**src/rtl/fifo_flush_pkg.sv**
```systemverilog
// Shared types and helpers for the width-converting flush FIFO.
package fifo_flush_pkg;

    typedef enum logic [1:0] {IDLE, PAD, DRAIN, DONE} flush_state_t;

    localparam int unsigned FLUSH_DRAIN   = 0;
    localparam int unsigned FLUSH_DISCARD = 1;

    // Widest output word the pad-merge helper can handle.
    localparam int unsigned MERGE_MAX_W = 1024;

    // Keep the low keep_bits of held and take every higher bit from pad.
    function automatic logic [MERGE_MAX_W-1:0] pad_merge(
        input logic [MERGE_MAX_W-1:0] held,
        input logic [MERGE_MAX_W-1:0] pad,
        input int unsigned            keep_bits
    );
        logic [MERGE_MAX_W-1:0] keep_mask;
        keep_mask = ~({MERGE_MAX_W{1'b1}} << keep_bits);
        return (held & keep_mask) | (pad & ~keep_mask);
    endfunction

endpackage

```
**src/rtl/fifo_packer.sv**
```systemverilog
// Lane packer: gathers IN_W-bit lanes LSB-first into OUT_W-bit words.
module fifo_packer
    import fifo_flush_pkg::*;
#(
    parameter int unsigned      IN_W    = 4,
    parameter int unsigned      RATIO   = 8,
    parameter logic [IN_W-1:0]  PAD_VAL = '0,
    localparam int unsigned     OUT_W   = IN_W * RATIO,
    localparam int unsigned     PW      = $clog2(RATIO)
) (
    input  logic             clk,
    input  logic             reset,
    input  logic             wr_en,
    input  logic [IN_W-1:0]  wr_data,
    input  logic             pad_en,
    output logic [PW-1:0]    partial,
    output logic             push,
    output logic [OUT_W-1:0] push_word
);

    logic [RATIO-1:0][IN_W-1:0] lanes;
    logic [RATIO-1:0][IN_W-1:0] full_lanes;
    logic                       last_lane;

    assign last_lane = wr_en && (partial == PW'(RATIO - 1));

    // The closing lane is pushed on the same edge, so splice it in directly.
    always_comb begin
        full_lanes            = lanes;
        full_lanes[RATIO - 1] = wr_data;
    end

    assign push      = last_lane || pad_en;
    assign push_word = pad_en
        ? OUT_W'(pad_merge(MERGE_MAX_W'(lanes), MERGE_MAX_W'({RATIO{PAD_VAL}}),
                           32'(partial) * IN_W))
        : full_lanes;

    always_ff @(posedge clk or negedge reset) begin
        if (!reset) begin
            lanes   <= '0;
            partial <= '0;
        end else if (pad_en) begin
            partial <= '0;
        end else if (wr_en) begin
            lanes[partial] <= wr_data;
            partial        <= last_lane ? '0 : partial + 1'b1;
        end
    end

endmodule

```
**src/rtl/fifo_flush_pack.sv**
```systemverilog
// Width-converting FIFO with flush: packer front end, word storage and flush FSM.
module fifo_flush_pack
    import fifo_flush_pkg::*;
#(
    parameter int unsigned     IN_W       = 4,
    parameter int unsigned     RATIO      = 8,
    parameter int unsigned     DEPTH      = 4,
    parameter logic [IN_W-1:0] PAD_VAL    = '0,
    parameter int unsigned     FLUSH_MODE = FLUSH_DRAIN,
    localparam int unsigned    OUT_W      = IN_W * RATIO,
    localparam int unsigned    LW         = $clog2(DEPTH + 1),
    localparam int unsigned    PW         = $clog2(RATIO),
    localparam int unsigned    AW         = $clog2(DEPTH)
) (
    input  logic             clk,
    input  logic             reset,
    input  logic             fifo_wr_valid_i,
    input  logic [IN_W-1:0]  fifo_wr_data_i,
    output logic             fifo_wr_ready_o,
    input  logic             fifo_rd_valid_i,
    output logic [OUT_W-1:0] fifo_rd_data_o,
    output logic             fifo_data_avail_o,
    input  logic             fifo_flush_i,
    output logic             fifo_flush_done_o,
    output logic             fifo_empty_o,
    output logic             fifo_full_o,
    output logic [LW-1:0]    fifo_level_o,
    output logic [PW-1:0]    fifo_partial_o
);

    flush_state_t     state, state_nxt;
    logic [OUT_W-1:0] mem [DEPTH];
    logic [AW-1:0]    wr_ptr, rd_ptr;
    logic [LW-1:0]    level;
    logic [PW-1:0]    partial;
    logic [OUT_W-1:0] push_word;
    logic             wr_en, pad_en, pop, push, discard;

    function automatic logic [AW-1:0] next_ptr(input logic [AW-1:0] p);
        return (p == AW'(DEPTH - 1)) ? '0 : p + 1'b1;
    endfunction

    assign fifo_full_o       = (level == LW'(DEPTH));
    assign fifo_data_avail_o = (level != '0);
    assign fifo_empty_o      = !fifo_data_avail_o && (partial == '0);
    assign fifo_level_o      = level;
    assign fifo_partial_o    = partial;
    assign fifo_flush_done_o = (state == DONE);
    assign fifo_rd_data_o    = fifo_data_avail_o ? mem[rd_ptr] : '0;
    assign fifo_wr_ready_o   = (state == IDLE) && !fifo_flush_i
                               && !(fifo_full_o && (partial == PW'(RATIO - 1)));

    assign wr_en   = fifo_wr_valid_i && fifo_wr_ready_o;
    assign pop     = fifo_rd_valid_i && fifo_data_avail_o;
    // A pop on the same edge frees the slot the pad word lands in.
    assign pad_en  = (state == PAD) && (!fifo_full_o || pop);
    assign discard = (state == DRAIN) && (FLUSH_MODE == FLUSH_DISCARD);

    fifo_packer #(
        .IN_W    (IN_W),
        .RATIO   (RATIO),
        .PAD_VAL (PAD_VAL)
    ) u_packer (
        .clk       (clk),
        .reset     (reset),
        .wr_en     (wr_en),
        .wr_data   (fifo_wr_data_i),
        .pad_en    (pad_en),
        .partial   (partial),
        .push      (push),
        .push_word (push_word)
    );

    always_ff @(posedge clk) begin
        if (push) mem[wr_ptr] <= push_word;
    end

    always_ff @(posedge clk or negedge reset) begin
        if (!reset) begin
            wr_ptr <= '0;
            rd_ptr <= '0;
            level  <= '0;
        end else if (discard) begin
            wr_ptr <= '0;
            rd_ptr <= '0;
            level  <= '0;
        end else begin
            if (push) wr_ptr <= next_ptr(wr_ptr);
            if (pop)  rd_ptr <= next_ptr(rd_ptr);
            if (push && !pop)      level <= level + 1'b1;
            else if (pop && !push) level <= level - 1'b1;
        end
    end

    always_ff @(posedge clk or negedge reset) begin
        if (!reset) state <= IDLE;
        else        state <= state_nxt;
    end

    always_comb begin
        state_nxt = state;
        case (state)
            IDLE:    if (fifo_flush_i) state_nxt = (partial != '0) ? PAD : DRAIN;
            PAD:     if (pad_en) state_nxt = DRAIN;
            DRAIN:   if (discard || level == '0) state_nxt = DONE;
            DONE:    if (!fifo_flush_i) state_nxt = IDLE;
            default: state_nxt = IDLE;
        endcase
    end

endmodule

```
**config.mk**
```make
export PLATFORM = sky130hd
export DESIGN_NAME = fifo_flush_pack
export DESIGN_NICKNAME = d
export VERILOG_FILES = /design/src/rtl/fifo_flush_pkg.sv /design/src/rtl/fifo_packer.sv /design/src/rtl/fifo_flush_pack.sv
export SDC_FILE = /design/constraint.sdc
export NUM_CORES = 1
export LEC_CHECK = 0
export ABC_AREA = 1
export BUFFER_PORTS_ARGS = -buffer_cell sky130_fd_sc_hd__buf_2
export CORE_MARGIN = 2
export CORE_UTILIZATION = 25
export CTS_CLUSTER_SIZE = 14
export DETAILED_ROUTE_END_ITERATION = 12
export GPL_TIMING_DRIVEN = 0
export PLACE_DENSITY = 0.41
export SYNTH_ARGS = -nofsm -noshare
export SYNTH_HDL_FRONTEND = slang
export SYNTH_SLANG_ARGS = --single-unit
export TNS_END_PERCENT = 100
```
**constraint.sdc**
```tcl
create_clock -name clk -period 3.45 [get_ports clk]
set_clock_uncertainty 0.05 [all_clocks]
set_input_delay 0.5175 -clock clk [delete_from_list [all_inputs] [get_ports clk]]
set_output_delay 0.5175 -clock clk [all_outputs]
set_load 0.01 [all_outputs]
```
### Word-level counts from Yosys, hierarchy flattened

Memory sizes are Yosys's and may differ from the RTL's.
Cells that the tools add are included.

| cells by class | value |
|---|---|
| mux-type cells | 20 |
| shift operators | 1 |
| eq/ne operators | 11 |
| bitwise logic cells | 3 |
| reductions and logical operators | 28 |
| $lt $le $gt $ge | 2 |
| add/subtract/negate cells | 5 |

Operator list:

| operator | count |
|---|---|
| 1024-bit by 5-bit left shift with 32-bit output (first input constant) | 1 |
| 32-bit 2-to-1 mux | 2 |
| 32-bit AND | 1 |
| 32-bit bitwise mux | 1 |
| 32-bit NOT | 1 |
| 3-bit 2-to-1 mux | 5 |
| 2-bit 2-to-1 mux | 7 |
| 4-bit demux with 3-bit select | 1 |
| 1-bit logical AND | 11 |
| 2-bit equality test (second input constant) | 4 |
| 2-bit one-hot mux with 4 select lines | 1 |
| 3-bit by 1-bit adder with 3-bit output (second input constant) | 2 |
| 3-bit equality test (second input constant) | 2 |
| 1-bit zero test | 6 |
| 3-bit zero test | 2 |
| 3-bit nonzero test | 2 |
| 2-bit by 1-bit adder with 2-bit output (second input constant) | 2 |
| 3-bit by 4-bit less-than comparator with 1-bit output (second input constant) | 1 |
| 4-bit 2-to-1 mux | 1 |
| 2-bit by 1-bit != test with 1-bit output (second input constant) | 2 |
| 2-bit != test (second input constant) | 2 |
| 4-bit AND reduction | 1 |
| 2-bit nonzero test | 2 |
| 3-bit by 1-bit greater-or-equal comparator with 1-bit output (second input constant) | 1 |
| other kinds (7) | 9 |

| storage, ports and cells | value |
|---|---|
| memories kept | 1 |
| memory bits (writable) | 128 |
| word-level logic and storage cells | 84 |
| bits of input ports | 9 |
| register bits | 44 |

Memories:

| memory | words | width | read ports | clocked after memory_dff | wr ports | line | source |
|---|---|---|---|---|---|---|---|
| mem | 4 | 32 | 1 | 0 | 1 | fifo_flush_pack.sv:32 | `logic [OUT_W-1:0] mem [DEPTH];` |

### Depth between registers and ports, before layout

| depth | value |
|---|---|
| depth in word-level cells | 11 |
| depth in mapped cells | 12 |
| gate-level depth less buffers | 12 |

### By module

A second synthesis with hierarchy kept.

| unflattened totals | value |
|---|---|
| cells, all modules | 696 |
| area, all modules | 7,353.3 µm² |

Modules (own cells, without submodules):

| module | instances | cells an instance | area each (µm²) |
|---|---|---|---|
| fifo_flush_pack | 1 | 467 | 5,649.2 |
| fifo_packer | 1 | 229 | 1,704.1 |

### Worst setup path before layout

No wires, ideal clock.

| path | value |
|---|---|
| path kind | reg-to-reg |
| start | register u_packer.partial[0] |
| end | memory mem[3][0] in the netlist's numbering (enable) |
| arrival time | 2.664 ns |
| path slack | 0.315 ns |
| stages on the path, launching flop included | 7 |
| library setup time | 0.421 ns |
| cell sequence | dfrtp_1 ha_1 ha_1 nand4_1 nand2_1 inv_1 nor2_1 |

| on the way | value |
|---|---|
| cells in the longest elaborated chain, start to end | 9 |

RTL lines:

| element | line | source |
|---|---|---|
| from (decl) | fifo_packer.sv:16 | `output logic [PW-1:0] partial,` |
| from (signal assigned) | fifo_packer.sv:47 | `partial <= last_lane ? '0 : partial + 1'b1;` |
| 3-bit equality test * | fifo_packer.sv:25, fifo_flush_pack.sv:51 |  |
| 1-bit logical AND | fifo_flush_pack.sv:51 | `&& !(fifo_full_o && (partial == PW'(RATIO - 1)));` |
| 1-bit zero test | fifo_flush_pack.sv:51 |  |
| 1-bit logical AND | fifo_flush_pack.sv:51 |  |
| 1-bit logical AND | fifo_flush_pack.sv:53 | `assign wr_en = fifo_wr_valid_i && fifo_wr_ready_o;` |
| 1-bit logical AND * | fifo_packer.sv:25 | `assign last_lane = wr_en && (partial == PW'(RATIO - 1));` |
| 1-bit logical OR * | fifo_packer.sv:33 | `assign push = last_lane \|\| pad_en;` |
| 1-bit 2-to-1 mux * | fifo_flush_pack.sv:75 | `if (push) mem[wr_ptr] <= push_word;` |
| 1-bit 2-to-1 mux (implied by the code) * | fifo_flush_pack.sv:75 |  |
| to (decl) | fifo_flush_pack.sv:32 |  |

Every way passes the cells marked *; elsewhere a longest branch is shown, timed or not.

### Final worst setup path

| path | value |
|---|---|
| start | register rd_ptr[0] |
| end | output fifo_rd_data_o[21] |

| on the way | value |
|---|---|
| cells in the longest elaborated chain, start to end | 2 |

RTL lines:

| element | line | source |
|---|---|---|
| from (decl) | fifo_flush_pack.sv:33 | `logic [AW-1:0] wr_ptr, rd_ptr;` |
| from (signal assigned) | fifo_flush_pack.sv:89 | `if (pop) rd_ptr <= next_ptr(rd_ptr);` |
| memory 4 x 32 bit | n/a |  |
| 32-bit 2-to-1 mux | fifo_flush_pack.sv:49 | `assign fifo_rd_data_o = fifo_data_avail_o ? mem[rd_ptr] : '0;` |
| to (decl) | fifo_flush_pack.sv:21 | `output logic [OUT_W-1:0] fifo_rd_data_o,` |

No other way between the ends.

==> impl_metrics.yaml <==
timing:
  relSlewSlack_pct: 36.4
  rsz0062_at_grt: "no"
  min_period_over_period_pct: 89.4
  post-route-min-period_ns: 3.09
  hold_viol: 0
  timing.fmax_mhz: 324
  final.setup.worst_slack_ns: 0.365
  tightest_slew_ns: 0.955
  slew_violations: 0
  tns_ns: 0
  setup_viol_count_final: 0
cells_and_area:
  fillCellCount: 3043
  layout-drive-gt1-share_pct: 15.0
  utilization_pct: 30.5
  layout.cells.non_filler: 1165
  final_area_um2: 8790
  fin_nets: 792
  areaGrowthSynthToFinish_pct: 19.6
critical_path:
  cpPeakStageDelay_ns: 0.57
  slowest_stage: "clkbuf_1"
  path_delay_family: "buffers and inverters"
  startpoint_type: "register"
  endpoint_kind: "output pin"
  crit_fanout: 10
  startpoint: "rd_ptr[0]"
  r2r-start: "u_packer.partial[1]"
  crit_arrival_ns: 2.52
  required_ns: 2.88
  path_buf_inv: 4
  worstReg2RegEnd: "mem[1][7]"
  cpMostUsedCell: "clkbuf_1"
  ff2ff_setup_slack_ns: 0.66
  crit_type: "reg -> out"
  crit_cells: 6
  reg2regPathDepth: 7
  crit_end: "fifo_rd_data_o[21]"
  crit_chain: "inv_2, clkbuf_1, clkbuf_1, o21ai_0, a21oi_1, buf_2"
clocking:
  htreeDepth: 4
  numCtsBuffers: 17
  path_clk_slew_ns: 0.07
  worstSkewPairLatency_ns: 0.43
  clk_path_buf_depth: 2
  cts_sinks: 168
  cts_resized: 0
  cts_root_buf: "clkbuf_16"
  cts_tree: "done"
  ctsHoldBuffers: 0
  postCtsSetupBuffers: 0
synthesis:
  synth_nets: 722
  yosys.area_share.simple_pct: 18.0
  synth_fa_ha_area_share_pct: 2.83
  post_synth.cell_area_avg_um2: 10.5
  postSynthCellCount: 697
  synthDistinctLibCells: 24
  synth-seq-cells: 168
  syn_area_um2: 7350
  yosys_warnings: 0
  synth_compound_area_share_pct: 7.42
  synth_mux_area_share_pct: 0.153
  synth_xor_area_share_pct: 0.238
  synth_top_family_by_area: "simple AND/OR/NAND/NOR gates"
  synth-seq-area-share_pct: 65.9
run_status:
  status: "finished, final reports clean"
drt:
  drtAntennaViolNets: 0
  vias_per_cell: 4.27
  vias: 4976
  dr.pass1.iters: 5
  post-route-drc-count: 0
  drt_iter0_drc: 296
  avgRoutedWirePerCell_um: 16.1
  drt_wl_total_um: 18800
grt:
  grt_pass1_wl_um: 29000
  grt_pass1_vias: 4829
  grt_usage_pct: 12.6
  antenna_found_initial: 1
  grt_overflow_total: 0
  grt_max_degree: 41
floorplanning:
  io-pin-count: 52
  rows: 62
  dieHeight_um: 175
  dieArea_um2: 30800
  dieWidth_um: 175
  start_util_pct: 25.5
  core_area_um2: 28900
power_and_ir_drop:
  power.density_nw_per_um2: 900
  leakage_nw: 3.43
  peakVddDrop_v: 0.000254
place:
  hpwl_um: 12500
  placement.io_buffers: 47
  placedInstanceArea_um2: 8180
  post-place-ws_ns: 0.611
  placedCellCount: 1132
  gp_congestion: 0.752
flow_run:
  drv_cap: 0
min_path:
  hp-class: "in -> async"
## through the flow
stage	hold WS (ns)	total power [W]
3_5_place_dp	0.410	0.00606
2_1_floorplan	0.172	0.00478
6_report	0.186	0.00792
4_1_cts	0.218	0.00806
3_3_place_gp	0.407	0.00599
5_1_grt	0.256	0.00852
## kinds of logic after synthesis
logic type,after synthesis
AO/OA/AOI/OAI,109
XOR/XNOR,2
flip-flops,168
buffers and inverters,99
AND/OR/NAND/NOR,302
multiplexers,1
adder cells (fa/ha/maj),16
## per-layer routing
layer  track usage [%]  part of all wire (%)  vias up
met5                 0                     0        -
li1                  -                     -     2493
met4              4.17                   1.5        0
met1              17.2                    49     2381
met2              20.3                    47       82
met3              2.34                   3.3       20
## how the worst min path moves through the flow
stage                                   end  slack, ns
finish                             state[1]       0.19
global route                       state[1]       0.26
CTS                                state[1]       0.22
detailed placement  u_packer.full_lanes[24]       0.41
global placement    u_packer.full_lanes[21]       0.41
floorplan                   fifo_level_o[0]       0.17
## cell type report
class,count,area (µm²),share of cell area [%]
sequential,168,4840,55.1
multi-input combinational,430,2130,24.2
tap,384,480,5.46
clock buffer,19,433,4.92
timing repair buffer,51,323,3.67
inverter,61,229,2.60
clock inverter,13,175,1.99
buffer,38,174,1.98
antenna,1,2.50,0.0285
## cell usage after synthesis (all sizes together)
master,instances,area [µm²]
nand2,72,270
edfxtp,128,3840
clkbuf,18,67.6
xor2,1,8.76
mux2,1,11.3
nand3,17,105
xnor2,1,8.76
buf,20,106
inv,61,229
dfrtp,40,1000
o21ai,70,350
nor3,6,80.1
a21oi,39,195
ha,15,188
nor2,176,671
nand4,31,194
fa,1,20.0
## flip-flops by register name (all words and copies together) (netlist names)
signal               cells
mem                    128
u_packer.full_lanes     28
fifo_level_o             3
u_packer.partial         3
rd_ptr                   2
state                    2
wr_ptr                   2
## worst register-to-register path: stages (launching register included)
cell	delay (ns)
dfrtp_1	0.67
ha_1	0.24
ha_1	0.19
nand4_1	0.12
nand2_1	0.16
inv_1	0.20
nor2_4	0.61
buf_16	0.24
## placed cells by master, fill, tap and decap left out, drive strengths merged, types with 17 or more instances in the layout
| cell type | n |
|---|---|
| buf | 71 |
| dfrtp | 40 |
| edfxtp | 128 |
| inv | 63 |
| clkbuf | 37 |
| nand3 | 17 |
| o21ai | 70 |
| nand2 | 72 |
| nor2 | 176 |
| nand4 | 31 |
| a21oi | 39 |
## power breakdown
group / switching, W / leakage (nW) / internal (W)
clock network: 0.000780 / 0.290 / 0.00121
registers: 0.000197 / 1.70 / 0.00269
logic: 0.00208 / 1.44 / 0.000964
total: 0.00306 / 3.43 / 0.00486
Note: power is estimated with default switching activity, not from simulation.
